--- src/rtl/param_sync_fifo.sv ---
// param_sync_fifo: parameterised synchronous FIFO with standard or FWFT read, level flags and sticky errors
module param_sync_fifo #(
  parameter int WIDTH = 8,
  parameter int DEPTH = 16,
  parameter int AF_LEVEL = 14,
  parameter int AE_LEVEL = 2,
  parameter int FWFT = 0,
  localparam int CNT_WIDTH = $clog2(DEPTH + 1)
) (
  input  logic                 clk,
  input  logic                 rst,
  input  logic                 wr_en,
  input  logic [WIDTH-1:0]     wdata,
  input  logic                 rd_en,
  input  logic                 err_clr,
  output logic [WIDTH-1:0]     rdata,
  output logic                 full,
  output logic                 empty,
  output logic                 almost_full,
  output logic                 almost_empty,
  output logic [CNT_WIDTH-1:0] count,
  output logic                 overflow,
  output logic                 underflow
);
  localparam int PTR_W = $clog2(DEPTH);
  logic [WIDTH-1:0] mem [DEPTH];
  logic [PTR_W-1:0] wr_ptr, rd_ptr;
  logic wr_acc, rd_acc;
  if (AE_LEVEL < 0 || AE_LEVEL >= AF_LEVEL || AF_LEVEL > DEPTH || (FWFT != 0 && FWFT != 1)) begin : g_bad_params
    $error("param_sync_fifo: invalid parameter combination");
  end
  assign full = count == CNT_WIDTH'(DEPTH);
  assign empty = count == '0;
  assign almost_full = count >= CNT_WIDTH'(AF_LEVEL);
  assign almost_empty = count <= CNT_WIDTH'(AE_LEVEL);
  assign wr_acc = wr_en && !full;
  assign rd_acc = rd_en && !empty;
  // storage is never reset; a write in a reset cycle is discarded
  always_ff @(posedge clk)
    if (wr_acc && !rst) mem[wr_ptr] <= wdata;
  // pointers with non-power-of-two wrap, occupancy and sticky error flags
  always_ff @(posedge clk)
    if (rst) begin
      wr_ptr <= '0;
      rd_ptr <= '0;
      count <= '0;
      overflow <= 1'b0;
      underflow <= 1'b0;
    end else begin
      wr_ptr <= wr_acc ? (wr_ptr == PTR_W'(DEPTH - 1) ? '0 : wr_ptr + 1'b1) : wr_ptr;
      rd_ptr <= rd_acc ? (rd_ptr == PTR_W'(DEPTH - 1) ? '0 : rd_ptr + 1'b1) : rd_ptr;
      count <= (wr_acc && !rd_acc) ? count + 1'b1 : (rd_acc && !wr_acc) ? count - 1'b1 : count;
      overflow <= (overflow && !err_clr) || (wr_en && full);
      underflow <= (underflow && !err_clr) || (rd_en && empty);
    end
  if (FWFT == 1) begin : g_fwft
    assign rdata = empty ? '0 : mem[rd_ptr];
  end else begin : g_std
    logic [WIDTH-1:0] rdata_q;
    // registered read: loads only on an accepted pop, otherwise holds
    always_ff @(posedge clk)
      if (rst) rdata_q <= '0;
      else if (rd_acc) rdata_q <= mem[rd_ptr];
    assign rdata = rdata_q;
  end
endmodule

--- config.mk ---
export PLATFORM = sky130hd
export DESIGN_NAME = param_sync_fifo
export DESIGN_NICKNAME = d
export VERILOG_FILES = /design/src/rtl/param_sync_fifo.sv
export SDC_FILE = /design/constraint.sdc
export NUM_CORES = 1
export LEC_CHECK = 0
export CAP_MARGIN = 0
export CORE_MARGIN = 8
export CORE_UTILIZATION = 54
export DETAILED_ROUTE_END_ITERATION = 8
export PLACE_DENSITY = 0.76
export SKIP_CTS_REPAIR_TIMING = 1
export SYNTH_ARGS = -nofsm -noshare
export SYNTH_HDL_FRONTEND = slang
export SYNTH_SLANG_ARGS = --single-unit
--- constraint.sdc ---
create_clock -name clk -period 2.68 [get_ports clk]
set_input_delay 0.402 -clock clk [delete_from_list [all_inputs] [get_ports clk]]
set_output_delay 0.402 -clock clk [all_outputs]
set_load 0.02 [all_outputs]
Word-level counts from Yosys, hierarchy flattened:

Memories as Yosys holds them, arrays and structs flattened. A register that Yosys moved wholly into a read port is not among the register bits.
Index checks and enable logic that the tools add are counted.

* register bits after elaboration: 15
* bits in writable memories: 128
* input bits: 13
* output and inout port bits: 19
* logic and storage cells: 40
* memories: 1

Memory list
* mem: words 16, bits a word 8, rd ports 1, clocked after memory_dff 1, wr ports 1, line 26 `logic [WIDTH-1:0] mem [DEPTH];`

* add/subtract/negate cells: 4
* $lt $le $gt $ge: 2
* equality and inequality tests: 3
* mux-type cells: 6
* reductions and logical operators: 19

Operator list (count)
* two-way mux 5 bit: 2
* logical AND 1 bit: 9
* adder 4 x 1 -> 4 bit (second input constant): 2
* == test 4 bit (second input constant): 2
* two-way mux 4 bit: 2
* zero test 1 bit: 6
* adder 5 x 1 -> 5 bit (second input constant): 1
* == test 5 bit (second input constant): 1
* >= comparator 5 x 4 -> 1 bit (second input constant): 1
* less-or-equal comparator 5 x 2 -> 1 bit (second input constant): 1
* zero test 5 bit: 1
* subtractor 5 x 1 -> 5 bit (second input constant): 1
* logical OR 1 bit: 2
* two-way mux 1 bit: 2
* nonzero test 2 bit: 1

Longest topological paths before layout:

Gate-level depths: netlist of the first run.

* word-level depth: 7
* depth in mapped cells: 11
* gate-level depth less buffers: 10

Least setup slack after synthesis of the first run:

No wires, ideal clock.

* path kind: flip-flop to flip-flop
* from: register count[0]
* to: register count[4]
* library setup time: 121 ps
* arrival time: 2795 ps
* required time: 2559 ps
* path slack: -235 ps
* cell stages (with the launch flop): 12
* path buffers: 1
* clock period less this slack: 2915 ps
* path through: dfxtp_1 -> nor4_1 -> a21boi_2 -> clkbuf_8 -> inv_1 -> ha_1 -> inv_1 -> fa_1 -> a21o_1 -> a21oi_1 -> mux2i_1 -> mux2_2

* word-level cells in the longest chain between the ends: 6
* elaborated cells between the ends (all ways): 15
* classes of those cells: 2 x add/sub; 1 x eq/ne; 2 x mux; 10 x reduce/logical

RTL lines
* start, declared: line 21 `output logic [CNT_WIDTH-1:0] count,`
* start signal, assigned: line 52 `count <= (wr_acc && !rd_acc) ? count + 1'b1 : (rd_acc && !wr_acc) ? count - 1'b1 : count;`
* branches (longest 6 deep; another with subtractor 5 x 1 -> 5 bit)

Several ways; the timed one is not identified. The select of a mux whose other input is x is not followed.
A chain may end at the register's enable or synchronous reset.

Worst setup path in the final report of the first run:

* from: register count[1]
* to: register count[4]

Same word-level chain as after synthesis.

==> impl_metrics.ini, run 1 <==
[outcome]
run_status = complete, no violations

[logic_synthesis]
yosys_warn_count = 0
ys_ff_latch = 151
synth-main-ff-cell = sky130_fd_sc_hd__edfxtp_1
synth_instances = 362
syn_area_mm2 = 0.00629
synthArstFlopShare_pct = 0
synth-edff-count = 128
sequential_fraction_of_the_synthesis_area_pct = 68.5
post_synth_num_cell_types = 44
per_instance_average_area_after_synthesis_um2 = 17.4
syn_nets = 385

[power]
portion_of_total_power_attributed_to_combinational_logic_pct = 24.6
power_frac_clock_pct = 32.3
p_total_uw = 6550
cellLeakagePower_uw = 0.00251
power_density_mw_per_mm2 = 890
ir_worst_vdd_mv = 0.598
power_switching_uw = 1900
power.share.sequential_pct = 43.1
cell_internal_pwr_uw = 4650
switching_share_pct = 29.0

[timing]
final-hold-violation-count = 0
post-route-period-util_pct = 94.1
rsz_0062_raised_after_global_routing = no
slew_headroom_pct = 43.2
final.hold.worst_slack_ps = 503
period_minus_slack_ps = 2520
final_setup_fails = 0
achievable-frequency_mhz = 397
finClkSkew_ps = 10.6
final_max_slew_viol_count = 0
transition_time_at_the_pin_with_the_least_slew_margin_ps = 851

[setup_path]
worst-path-max-fanout = 3
critical_path_cell_by_cell = nor4_4, a21boi_2, inv_1, ha_1, inv_1, fa_1, a21o_1, a21oi_2, mux2i_1, mux2_2
regToRegEndpoint = count[4]
critPathCaptureType = flop
cpMostUsedCell = sky130_fd_sc_hd__inv_1
critPathLaunch = count[1]
data_arrival_time_of_the_critical_path_ps = 2820
critPathLaunchType = flop
timing_worst_setup_path_type = flop to flop
crit_slowest_cell = sky130_fd_sc_hd__fa_1
worst-r2r-cell-count = 10
crit_path_max_incr_delay_ps = 390
regToRegSetupSlack_ps = 160
critical_path.reg2reg.startpoint = count[1]
timing.critical_path.required_ps = 2980

[die]
rows = 39
die_w_um = 124
die_h_um = 124
design.portCount = 32
start_util_pct = 55.3
design.core.area_mm2 = 0.0114
total_die_area_mm2 = 0.0153

[drt]
avgViaCountPerCell = 5.77
route.detailed.wl_per_inst_um = 21.1
antenna_left = 0
drc = 0
route.final.wire_length_um = 12300
drt_iter0_markers = 334
detail_route.first_pass.iterations = 5
vias = 3359

[final_layout]
nNetsFinal = 449
num-fill-cells = 769
layout-area-overhead-vs-synth_pct = 17.1
drive_gt1_share_pct = 17.3
n_antenna_cell = 0

[placed_design]
port_buffers = 31
detailedPlacementHpwl_um = 7960
place.gp.congestion = 0.825

[clock_network]
ctsRootBufferMaster = sky130_fd_sc_hd__clkbuf_16
cts_inserted_buffers = 17
cts_num_sinks = 151
clock_path_buffers = 2
cts.htree.levels = 4
clk_pin_slew_worst_paths_ps = 60
clock_insertion_delay_worst_skew_ps = 420
tritoncts = done

[global_routing]
track_usage_pct = 17.4
grt_pass1_wl_um = 19400
overflow = 0
grt_antenna_before_repair = 0
grt_pass1_vias = 3412
grt_max_degree = 26

[flow_run]
maxCapViolCount = 0

[min_path]
min_from = rdata[0]
holdPathEnd = rdata[0]
worstHoldPathCells = 2
worstHoldPathType = flop to flop
==> layer usage <==
metal | track usage [%] | wire (um) | share of wire, % | vias up
met5 | 0 | 0 | 0 | -
met4 | 6.10 | 134 | 1.1 | 0
met3 | 5.17 | 941 | 7.7 | 10
met2 | 26.9 | 5860 | 48 | 112
met1 | 23.1 | 5350 | 44 | 1674
li1 | - | - | - | 1563
==> worst max path at each step <==
stage	end	slack, ps	cells past startpoint
after floorplan	count[4]	1	11
after global placement	count[4]	-50	10
after detailed placement	count[4]	-160	10
after CTS	full	-110	4
after global routing	count[4]	10	10
final	count[4]	160	10
==> flip-flops by register name (all words and copies together) (netlist names) <==
name,flops
mem,128
rdata,8
count,5
rd_ptr,4
wr_ptr,4
overflow,1
underflow,1
==> kinds of logic (layout without fill, tap and decap cells) <==
group / count (synthesis) / after routing / synth area share [%]
AO/OA/AOI/OAI: 48 / 48 / 5.31
buffers and inverters: 27 / 104 / 4.02
flip-flops: 151 / 151 / 68.5
adder cells (fa/ha/maj): 10 / 10 / 2.11
XOR/XNOR: 5 / 5 / 0.697
AND/OR/NAND/NOR: 68 / 68 / 4.96
multiplexers: 53 / 53 / 14.4
==> per-stage QoR <==
stage | cells | TNS, ps | util (%) | instance area, um2 | setup WS [ps]
after floorplan | 362 | 0 | - | 6300 | 0.971
after global placement | 550 | -50.3 | 60.0 | 6820 | -50.3
after global routing | 582 | 0 | 64.7 | 7360 | 10.2
after CTS | 582 | -175 | 64.7 | 7350 | -114
final | 582 | 0 | 64.7 | 7360 | 159
after detailed placement | 550 | -165 | 60.0 | 6820 | -165
==> worst max-delay path: cells and delay by family, from the launching register on <==
family	cells	cell delay (ps)
muxes	2	540
and+or+nand+nor	1	350
buffers and inverters	2	170
DFF	1	330
adders and majority gates	2	560
AOI/OAI and AO/OA	3	440
==> cells in the final DEF, fill, tap and decap left out, types with 7 or more instances in the layout <==
cell type / instances
sky130_fd_sc_hd__edfxtp_1: 128
sky130_fd_sc_hd__nor2_1: 37
sky130_fd_sc_hd__buf_4: 34
sky130_fd_sc_hd__clkdlybuf4s50_1: 29
sky130_fd_sc_hd__mux2i_1: 28
sky130_fd_sc_hd__mux4_1: 20
sky130_fd_sc_hd__dfxtp_1: 20
sky130_fd_sc_hd__clkbuf_16: 17
sky130_fd_sc_hd__a21oi_1: 15
sky130_fd_sc_hd__nand2_1: 10
sky130_fd_sc_hd__a311oi_1: 9
sky130_fd_sc_hd__ha_1: 9
sky130_fd_sc_hd__or2_1: 8
sky130_fd_sc_hd__inv_1: 7
sky130_fd_sc_hd__o22ai_1: 7
==> area by class of cell <==
type,count,area [um2],share of cell area (%)
tap,143,179,2.43
timing repair buffer,65,571,7.75
inverter,7,26.3,0.357
clock buffer,18,429,5.83
clock inverter,14,100,1.36
multi-input combinational,184,1750,23.7
sequential,151,4310,58.5
==> power groups by stage <==
stage	Combinational (uW)	Clock, uW	Sequential (uW)
2_1_floorplan	1000	0	2930
3_3_place_gp	1590	0	2870
3_5_place_dp	1620	0	2870
4_1_cts	1620	2130	2830
5_1_grt	1770	2230	2850
6_report	1610	2110	2820
==> synthesized netlist by cell type, drive strengths merged (4+ instances only) <==
| cell type | instances | area [um2] |
|---|---|---|
| edfxtp | 128 | 3840 |
| nor2 | 37 | 139 |
| mux2i | 28 | 280 |
| mux4 | 24 | 616 |
| dfxtp | 23 | 460 |
| a21oi | 16 | 80.1 |
| buf | 12 | 145 |
| nand2 | 10 | 37.5 |
| a311oi | 9 | 78.8 |
| ha | 9 | 113 |
| o22ai | 8 | 56.3 |
| or2 | 8 | 50.1 |
| inv | 7 | 26.3 |
| clkbuf | 6 | 52.6 |
| nor3 | 4 | 20.0 |
| xor2 | 4 | 35.0 |
(Power assumes the default switching activity.)
==> run 2: changes to the inputs <==
Settings changed: CORE_UTILIZATION 54 to 50, GPL_ROUTABILITY_DRIVEN from default to 0, PLACE_DENSITY 0.76 to 0.71.
==> run 2 against run 1 <==
  * Die area increased by 7.0%
  * Count of clock-buffer cells in the layout increased by 1
  * Sequential power is essentially flat
  * Register-to-register slack got worse by 20 ps
  * Highest routed layer unchanged
==> impl_metrics.ini, run 2 (synthesis results as in run 1) <==
[clock_network]
cts_num_sinks = 151
cts.htree.levels = 4
cts_inserted_buffers = 17
clock_path_buffers = 2
clock_insertion_delay_worst_skew_ps = 420
tritoncts = done
ctsRootBufferMaster = sky130_fd_sc_hd__clkbuf_16
clk_pin_slew_worst_paths_ps = 60

[timing]
final_max_slew_viol_count = 0
period_minus_slack_ps = 2540
post-route-period-util_pct = 94.7
final_setup_fails = 0
achievable-frequency_mhz = 394
transition_time_at_the_pin_with_the_least_slew_margin_ps = 821
final.hold.worst_slack_ps = 504
totalNegativeSetupSlack_ps = 0
final-hold-violation-count = 0
finClkSkew_ps = 7.73
slew_headroom_pct = 45.2
rsz_0062_raised_after_global_routing = no

[power]
ir_worst_vdd_mv = 0.417
power_density_mw_per_mm2 = 904
cellLeakagePower_uw = 0.00251

[final_layout]
layout-area-overhead-vs-synth_pct = 18.0
drive_gt1_share_pct = 17.2
num-fill-cells = 953
n_antenna_cell = 0
nNetsFinal = 447
layout_common_cells = sky130_fd_sc_hd__edfxtp_1, sky130_fd_sc_hd__nor2_1, sky130_fd_sc_hd__buf_4
final_core_util_pct = 59.5
mostFrequentLayoutCell = sky130_fd_sc_hd__edfxtp_1
largest_register_ffs = 128
registers.top_by_ff_count = mem
final_cells = 609

[setup_path]
data_arrival_time_of_the_critical_path_ps = 2840
critPathCaptureType = flop
crit_path_end = count[4]
regToRegEndpoint = count[4]
timing_worst_setup_path_type = flop to flop
critPathLaunchType = flop
worst-path-max-fanout = 4
timing.critical_path.required_ps = 2980
regToRegSetupSlack_ps = 140
worst-r2r-cell-count = 9
critical_path.reg2reg.startpoint = count[1]
critPathLaunch = count[1]

[die]
die_h_um = 128
design.portCount = 32
design.core.area_mm2 = 0.0125
rows = 41
die_w_um = 128
start_util_pct = 50.4
total_die_area_mm2 = 0.0164

[flow_run]
maxCapViolCount = 0

[global_routing]
grt_max_degree = 30
track_usage_pct = 16.2
grt_antenna_before_repair = 0
grt_pass1_wl_um = 19300
grt_pass1_vias = 3541
overflow = 0

[outcome]
run_status = complete, no violations

[drt]
drc = 0
drt_iter0_markers = 251
vias = 3363
route.detailed.wl_per_inst_um = 19.7
route.final.wire_length_um = 12000
antenna_left = 0
avgViaCountPerCell = 5.52
detail_route.first_pass.iterations = 4

[placed_design]
place.detailed.instances = 577
detailedPlacementHpwl_um = 7970
port_buffers = 31

[min_path]
worstHoldPathType = flop to flop
-- run 2: how the worst min path moves through the flow --
stage                   from  cells after the start         to
global placement    rdata[6]                      2   rdata[6]
floorplan           wdata[0]                      0  mem[0][0]
CTS                 rdata[6]                      2   rdata[6]
global route        rdata[1]                      2   rdata[1]
finish              rdata[6]                      2   rdata[6]
detailed placement  rdata[6]                      2   rdata[6]
-- run 2: worst max-delay path, stage by stage, from the launching register on --
cell and delay (ps):
sky130_fd_sc_hd__dfxtp_2 330, sky130_fd_sc_hd__nor4_4 360, sky130_fd_sc_hd__a21oi_1 170, sky130_fd_sc_hd__ha_1 240, sky130_fd_sc_hd__inv_1 140, sky130_fd_sc_hd__ha_1 270
sky130_fd_sc_hd__a21o_1 210, sky130_fd_sc_hd__a21oi_2 150, sky130_fd_sc_hd__mux2i_1 200, sky130_fd_sc_hd__mux2_2 340
-- run 2: routing by layer --
metal	GRT usage, %	up-vias	wire length (um)
li1	-	1560	-
met1	19.4	1676	4900
met2	25.9	101	5930
met3	5.32	26	864
met4	8.11	0	322
met5	0	-	0
-- run 2: area by class of cell --
type,count,area (um2),area share (%)
Clock buffer,19,433,5.83
Clock inverter,13,130,1.75
Inverter,7,26.3,0.354
Multi-Input combinational cell,184,1750,23.6
Sequential cell,151,4310,58.1
Tap cell,172,215,2.90
Timing Repair Buffer,63,556,7.49
-- run 2: power breakdown --
part / internal [uW] / switching [uW]
registers: 2680 / 156
clock network: 1360 / 901
logic: 793 / 819
total: 4830 / 1880
-- run 2: metrics by stage --
stage          total power (uW)  area [um2]  setup slack (ps)
6_report                   6710        7420               143
4_1_cts                    6760        7410             -86.9
5_1_grt                    7030        7420              6.87
3_5_place_dp               4500        6840              -201
2_1_floorplan              3940        6300             0.971
3_3_place_gp               4430        6840             -82.6
==> run 3: changes to the inputs <==
Settings changed: CELL_PAD_IN_SITES_DETAIL_PLACEMENT from default to 0, CELL_PAD_IN_SITES_GLOBAL_PLACEMENT from default to 1, CORE_UTILIZATION 50 to 46, CTS_CLUSTER_SIZE from default to 40, PLACE_DENSITY 0.71 to default, PLACE_DENSITY_LB_ADDON from default to 0.1, RECOVER_POWER from default to 25.
==> run 3 against run 2 <==
  * First-iteration DRC count fell by 27%
  * Count of clock-buffer cells in the layout unchanged
  * Clock skew decreased by 0.61 ps
  * Global-route usage fell by 0.73 points
  * Critical endpoint unchanged
==> impl_metrics.ini, run 3 (synthesis results as in run 1) <==
[placed_design]
detailedPlacementHpwl_um = 8670
port_buffers = 31

[final_layout]
largest_register_ffs = 128
registers.top_by_ff_count = mem
drive_gt1_share_pct = 19.0
mostFrequentLayoutCell = sky130_fd_sc_hd__edfxtp_1
layout-area-overhead-vs-synth_pct = 20.3
num-fill-cells = 1035
layout_common_cells = sky130_fd_sc_hd__edfxtp_1, sky130_fd_sc_hd__buf_4, sky130_fd_sc_hd__nor2_1
nNetsFinal = 458
n_antenna_cell = 0

[power]
cellLeakagePower_uw = 0.00260
ir_worst_vdd_mv = 0.443
power_switching_uw = 1880
power.share.sequential_pct = 40.2
power_frac_clock_pct = 35.5
portion_of_total_power_attributed_to_combinational_logic_pct = 24.3
switching_share_pct = 27.2
power_density_mw_per_mm2 = 915
cell_internal_pwr_uw = 5040
p_total_uw = 6920

[setup_path]
critical_path.reg2reg.startpoint = count[1]
regToRegEndpoint = count[4]
regToRegSetupSlack_ps = 220
worst-r2r-cell-count = 10
data_arrival_time_of_the_critical_path_ps = 2760
critical_path_cell_by_cell = nor4_4, a21boi_2, inv_1, ha_1, inv_1, fa_2, a21o_1, a21oi_1, mux2i_1, mux2_2
cpMostUsedCell = sky130_fd_sc_hd__inv_1
crit_path_max_incr_delay_ps = 350
timing.critical_path.required_ps = 2980
timing_worst_setup_path_type = flop to flop
critPathLaunchType = flop
worst-path-max-fanout = 4
crit_slowest_cell = sky130_fd_sc_hd__fa_2
critPathCaptureType = flop

[timing]
final_setup_fails = 0
period_minus_slack_ps = 2460
slew_headroom_pct = 55.6
final_max_slew_viol_count = 0
finClkSkew_ps = 7.12
totalNegativeSetupSlack_ps = 0
final-hold-violation-count = 0
post-route-period-util_pct = 91.6
achievable-frequency_mhz = 407
final.hold.worst_slack_ps = 503
transition_time_at_the_pin_with_the_least_slew_margin_ps = 664
rsz_0062_raised_after_global_routing = no

[clock_network]
tritoncts = done
cts_inserted_buffers = 17
clock_insertion_delay_worst_skew_ps = 420
cts.htree.levels = 4
ctsRootBufferMaster = sky130_fd_sc_hd__clkbuf_16
clk_pin_slew_worst_paths_ps = 60
clock_path_buffers = 2
cts_num_sinks = 151

[outcome]
run_status = complete, no violations

[drt]
vias = 3345
drc = 0
detail_route.first_pass.iterations = 4
route.detailed.wl_per_inst_um = 20.8
avgViaCountPerCell = 5.37
route.final.wire_length_um = 13000
antenna_left = 0
drt_iter0_markers = 183

[min_path]
holdPathEnd = rdata[3]
worstHoldPathType = flop to flop
min_from = rdata[3]
worstHoldPathCells = 2

[die]
total_die_area_mm2 = 0.0177
die_w_um = 133
rows = 42
die_h_um = 133
design.core.area_mm2 = 0.0133
design.portCount = 32
start_util_pct = 47.3

[global_routing]
overflow = 0
grt_max_degree = 26
grt_pass1_wl_um = 20200
grt_antenna_before_repair = 0
track_usage_pct = 15.5
grt_pass1_vias = 3504

[flow_run]
maxCapViolCount = 0
-- run 3: cell count changes in the layout (fill, tap and decap cells not counted), sizes merged --
| cell | previous run | this run |
|---|---|---|
| clkdlybuf4s50 | 29 | 23 |
| clkinv | 5 | 3 |
| bufinv | 2 | 4 |
| buf | 32 | 43 |
| inv | 9 | 8 |
| dlygate4sd3 | 0 | 6 |
-- run 3: layer usage --
layer,wire (um),up-vias,track usage [%]
met5,0,-,0
met2,5840,70,23.5
met1,6340,1667,20.5
li1,-,1590,-
met4,227,0,6.50
met3,564,18,4.24
-- run 3: area by class of cell --
| class | instances | area, um2 | share of cell area, % |
|---|---|---|---|
| multi-input combinational | 184 | 1750 | 23.1 |
| timing repair buffer | 74 | 651 | 8.60 |
| inverter | 7 | 26.3 | 0.347 |
| clock inverter | 12 | 178 | 2.35 |
| tap | 176 | 220 | 2.91 |
| clock buffer | 19 | 433 | 5.72 |
| sequential | 151 | 4310 | 57.0 |
-- run 3: power by group through the flow --
| stage | registers [uW] | clock network [uW] | logic (uW) |
|---|---|---|---|
| detailed placement | 2840 | 0 | 1710 |
| CTS | 2790 | 2500 | 1710 |
| global placement | 2830 | 0 | 1690 |
| floorplan | 2930 | 0 | 1000 |
| finish | 2780 | 2450 | 1680 |
| global route | 2800 | 2600 | 1830 |
-- run 3: worst max-delay path by stage --
stage,from,end,slack [ps],cells after the start
floorplan,count[0],count[4],1,11
global placement,wr_en,count[4],-100,10
detailed placement,wr_en,count[4],-130,10
CTS,count[0],empty,-90,4
global route,count[1],count[4],40,10
finish,count[1],count[4],220,10
-- run 3: critical path, delay by kind of cell, from the launching register on --
| kind | cells | cell delay (ps) |
|---|---|---|
| mux | 2 | 550 |
| fa+ha+maj | 2 | 510 |
| compound gates | 3 | 430 |
| simple gates | 1 | 340 |
| flops | 1 | 330 |
| buf+inv | 2 | 180 |
-- run 3: per-stage QoR --
stage / instance area (um2) / instances / utilization [%] / setup WS, ps
floorplan: 6300 / 362 / - / 0.971
global placement: 6940 / 592 / 52.2 / -99.5
detailed placement: 6940 / 592 / 52.2 / -126
CTS: 7550 / 623 / 56.8 / -89.2
global route: 7560 / 623 / 56.9 / 41.2
finish: 7560 / 623 / 56.9 / 224
